===== src/rtl/mini_alu.sv =====
// mini_alu: single-cycle 6-bit ALU with registered result, flags and valid strobe.
module mini_alu (
    input  logic       clk,
    input  logic       rst_n,
    input  logic       in_valid,
    input  logic [5:0] A,
    input  logic [5:0] B,
    input  logic [2:0] fxn,
    output logic [5:0] X,
    output logic       out_valid,
    output logic       zero,
    output logic       carry,
    output logic       overflow
);

    localparam int unsigned DW = 6;
    localparam int unsigned SW = 3;

    localparam logic [2:0] OP_ADD  = 3'b000;
    localparam logic [2:0] OP_SUB  = 3'b001;
    localparam logic [2:0] OP_AND  = 3'b010;
    localparam logic [2:0] OP_OR   = 3'b011;
    localparam logic [2:0] OP_XOR  = 3'b100;
    localparam logic [2:0] OP_SLL  = 3'b101;
    localparam logic [2:0] OP_SRL  = 3'b110;
    localparam logic [2:0] OP_SLTU = 3'b111;

    // Result and flags travel together so they always update as one unit.
    typedef struct packed {
        logic [DW-1:0] x;
        logic          zero;
        logic          carry;
        logic          overflow;
    } result_t;

    localparam result_t RESULT_RST = '{x: '0, zero: 1'b1, carry: 1'b0, overflow: 1'b0};

    result_t        res_d;
    result_t        res_q;
    logic           out_valid_d;
    logic           out_valid_q;

    logic [DW:0]    sum_ext;
    logic [DW:0]    diff_ext;
    logic [SW-1:0]  shamt;
    logic           borrow;
    logic           add_ovf;
    logic           sub_ovf;

    // Shared arithmetic: 7-bit sum/difference give carry and borrow directly.
    always_comb begin
        sum_ext  = {1'b0, A} + {1'b0, B};
        diff_ext = {1'b0, A} - {1'b0, B};
        borrow   = diff_ext[DW];
        shamt    = B[SW-1:0];
        add_ovf  = (A[DW-1] == B[DW-1]) && (sum_ext[DW-1]  != A[DW-1]);
        sub_ovf  = (A[DW-1] != B[DW-1]) && (diff_ext[DW-1] != A[DW-1]);
    end

    // Next result: operation select, flags, and hold when no new input.
    always_comb begin
        res_d       = res_q;
        out_valid_d = 1'b0;
        if (in_valid) begin
            out_valid_d    = 1'b1;
            res_d.carry    = 1'b0;
            res_d.overflow = 1'b0;
            unique case (fxn)
                OP_ADD: begin
                    res_d.x        = sum_ext[DW-1:0];
                    res_d.carry    = sum_ext[DW];
                    res_d.overflow = add_ovf;
                end
                OP_SUB: begin
                    res_d.x        = diff_ext[DW-1:0];
                    res_d.carry    = borrow;
                    res_d.overflow = sub_ovf;
                end
                OP_AND:  res_d.x = A & B;
                OP_OR:   res_d.x = A | B;
                OP_XOR:  res_d.x = A ^ B;
                // Shifting a 6-bit value by 6 or 7 naturally yields zero.
                OP_SLL:  res_d.x = DW'(A << shamt);
                OP_SRL:  res_d.x = DW'(A >> shamt);
                OP_SLTU: res_d.x = DW'(borrow);
                default: res_d.x = '0;
            endcase
            res_d.zero = (res_d.x == '0);
        end
    end

    // Output registers with asynchronous reset; reset also discards any sampled transaction.
    always_ff @(posedge clk or negedge rst_n) begin
        if (!rst_n) begin
            res_q       <= RESULT_RST;
            out_valid_q <= 1'b0;
        end else begin
            res_q       <= res_d;
            out_valid_q <= out_valid_d;
        end
    end

    assign X         = res_q.x;
    assign zero      = res_q.zero;
    assign carry     = res_q.carry;
    assign overflow  = res_q.overflow;
    assign out_valid = out_valid_q;

endmodule


===== config.mk =====
export PLATFORM = sky130hd
export DESIGN_NAME = mini_alu
export DESIGN_NICKNAME = d
export VERILOG_FILES = /design/src/rtl/mini_alu.sv
export SDC_FILE = /design/constraint.sdc
export NUM_CORES = 1
export LEC_CHECK = 0
export CORE_MARGIN = 2
export CORE_UTILIZATION = 49
export CTS_CLUSTER_DIAMETER = 60
export CTS_CLUSTER_SIZE = 14
export DETAILED_ROUTE_END_ITERATION = 8
export GPL_TIMING_DRIVEN = 0
export PLACE_DENSITY = 0.84
export SKIP_CTS_REPAIR_TIMING = 1
export SLEW_MARGIN = 20
export SYNTH_ARGS = -nofsm -noshare
export SYNTH_HDL_FRONTEND = slang
export SYNTH_SLANG_ARGS = --single-unit

===== constraint.sdc =====
create_clock -name clk -period 0.8 [get_ports clk]
set_clock_uncertainty 0.1 [all_clocks]
set_input_delay 0.24 -clock clk [delete_from_list [all_inputs] [get_ports clk]]
set_output_delay 0.24 -clock clk [all_outputs]
set_load 0.01 [all_outputs]

==> results.yml <==
run_status:
  status: "complete, but fails checks"
  violations: "setup timing"
synthesis:
  synth.mux.area_fraction: 0.104
  synthXorXnorAreaFrac: 0.0266
  synth_area_per_cell_um2: 8.10
  synth_cell_types: 53
  synth_top_family_by_area: "compound AO/OA/AOI/OAI gates"
  syn_nets: 242
  synth.largest_area_cell: "ha_1"
  syn_area_um2: 1640
  synth_area_leaders: "ha_1, dfrtp_1, mux4_2"
  synth_cells: 203
  yosys.area.top_type_share: 0.145
  synthAdderAreaFrac: 0.169
  yosysSeqAreaShare: 0.153
  synth_edf_count: 0
  synthFlopType: "dfrtp_1"
  synth_seq_cells: 10
  async_flop_share: 1.00
  synth_simple_gate_area_share: 0.183
  ys_warn_count: 0
  synth_compound_area_frac: 0.271
worst_setup_path:
  r2r-start: "X[3]$_DFFE_PN0P_"
  path_class: "in -> reg"
  critPathArrivalTime_ns: 2.10
  crit_path_max_fanout: 3
  crit_required_ns: 0.87
  reg2reg_depth: 2
  start_kind: "primary input"
  end_kind: "flop"
  r2r_end: "X[3]$_DFFE_PN0P_"
  r2r_slack_ns: -0.20
sta:
  max_freq_mhz: 492
  period_needed_ns: 2.03
  slew_headroom: 0.677
  rsz0062_at_grt: "yes"
  worst_pin_slew_ns: 0.483
  finalCritPeriodShare: 2.54
  setup-tns-final_ns: -12.56
  final-setup-viol-count: 19
  fin_ws_ns: -1.23
  final-hold-violation-count: 0
  drv_slew: 0
grt:
  antenna_found_initial: 0
  grt_max_degree: 11
  grtUsageTotal: 0.229
  first_global_vias: 1443
  overflow: 0
  grt_pass1_wl_um: 6570
route:
  top_layer: "met4"
  ant_nets: 0
  vias: 1815
  met3_length_um: 423
  routed_wl_um: 5340
  dr.pass1.iters: 4
  wl_met2_um: 2630
  drt_iter0_markers: 145
  wl_per_cell_um: 17.8
  vias_per_cell: 6.05
  drcViolationCount: 0
  wl_met1_um: 2130
run:
  cap_violations: 0
finish:
  final_area_um2: 2550
  final_common_cell: "buf_4"
  drive_gt1_frac: 0.484
  layout_common_cells: "buf_4, nand2_1, buf_6, ha_1, clkbuf_2"
  antenna_cells: 0
  layout.nets: 294
  area_delta_synth_final_pct: 54.9
placement:
  place_area_um2: 2060
  detailed_place_hpwl_um: 3410
  gp_congestion: 0.934
  post-place-ws_ns: -2.20
  port_buffers: 27
pwr:
  p_per_area_nw_per_um2: 1020
  p_leak_uw: 0.00114
  ir_drop_v: 0.000903
floorplanning:
  io_pins: 28
  core_area_um2: 3280
  die_h_um: 61.9
  dieWidth_um: 61.9
  num_rows: 21
  die-area_um2: 3830
  initial_core_util: 0.501
clocking:
  clkSlewWorstSetupHoldPaths_ns: 0.07
  tritoncts: "yes"
  cts_buffers: 3
  clk_path_buf_depth: 2
  clkSinkCount: 10
  root_buffer: "clkbuf_4"
  htreeDepth: 1
  clkLatencyLatePin_ns: 0.26
worst_hold_path:
  hold_start: "in_valid"
  hold_class: "in -> reg"
  hold_path_end: "out_valid$_DFF_PN0_"
  whs_path_depth: 1
## layer usage
layer  global-route usage  up-vias
met5                    0        -
li1                     -      838
met3               0.0311       18
met2                0.376       86
met1                0.330      873
met4               0.0274        0
## cell type report
class | count | area [µm²]
buffer | 13 | 128
clock buffer | 4 | 26.3
fill | 206 | 738
inverter | 22 | 114
multi-input combinational | 157 | 1550
sequential | 10 | 251
tap | 46 | 57.6
timing repair buffer | 48 | 417
## cells in the mapped netlist, types with 5 or more instances
| cell type | count |
|---|---|
| nor2_1 | 9 |
| o21ai_0 | 7 |
| nand2b_1 | 10 |
| ha_1 | 19 |
| nor2b_1 | 6 |
| dfrtp_1 | 9 |
| mux2_2 | 5 |
| nand3_1 | 7 |
| nand2_1 | 15 |
| xnor2_1 | 5 |
| buf_2 | 9 |
| inv_1 | 22 |
| a21oi_1 | 15 |
## cell families (layout without fill, tap and decap cells)
logic type / after synthesis / in the layout
buf+inv: 36 / 87
xor+xnor: 5 / 5
mux: 11 / 11
simple gates: 58 / 58
compound gates: 62 / 62
flops: 10 / 10
fa+ha+maj: 21 / 21
## metrics by stage
stage	util	total power, µW	hold WS [ns]	std cells
after detailed placement	0.627	1780	0.376	276
after CTS	0.635	2140	0.190	280
after floorplan	-	1350	-0.156	203
after global placement	0.627	1760	0.366	276
final	0.775	2590	0.167	300
after global routing	0.775	2730	0.176	300
## state kept, by name, summed over array words and instances (netlist names)
signal	cells
carry	1
out_valid	1
zero	1
X	6
overflow	1
## where the power goes
part | switching [µW] | internal [µW] | total [µW]
sequential | 32.6 | 570 | 603
clock | 165 | 192 | 357
combinational | 827 | 802 | 1630
total | 1020 | 1560 | 2590
## critical path, stage by stage
cell	delay (ns)
buf_12	0.11
clkinv_8	0.04
ha_4	0.12
inv_2	0.04
fa_2	0.39
nand2b_4	0.10
a21oi_4	0.07
buf_6	0.12
xnor2_2	0.12
a311oi_2	0.34
o2111ai_2	0.17
o32ai_2	0.22
## how the worst max path moves through the flow
stage          from                to  slack, ns  depth (start not counted)
2_1_floorplan  B[1]  zero$_DFFE_PN1P_      -1.20                         10
3_3_place_gp   A[3]  zero$_DFFE_PN1P_      -2.23                         10
3_5_place_dp   A[3]  zero$_DFFE_PN1P_      -2.20                         10
4_1_cts        A[3]  zero$_DFFE_PN1P_      -1.95                         10
5_1_grt        A[0]  zero$_DFFE_PN1P_      -1.29                         12
6_report       A[0]  zero$_DFFE_PN1P_      -1.23                         12
Note: power is estimated with default switching activity, not from simulation.
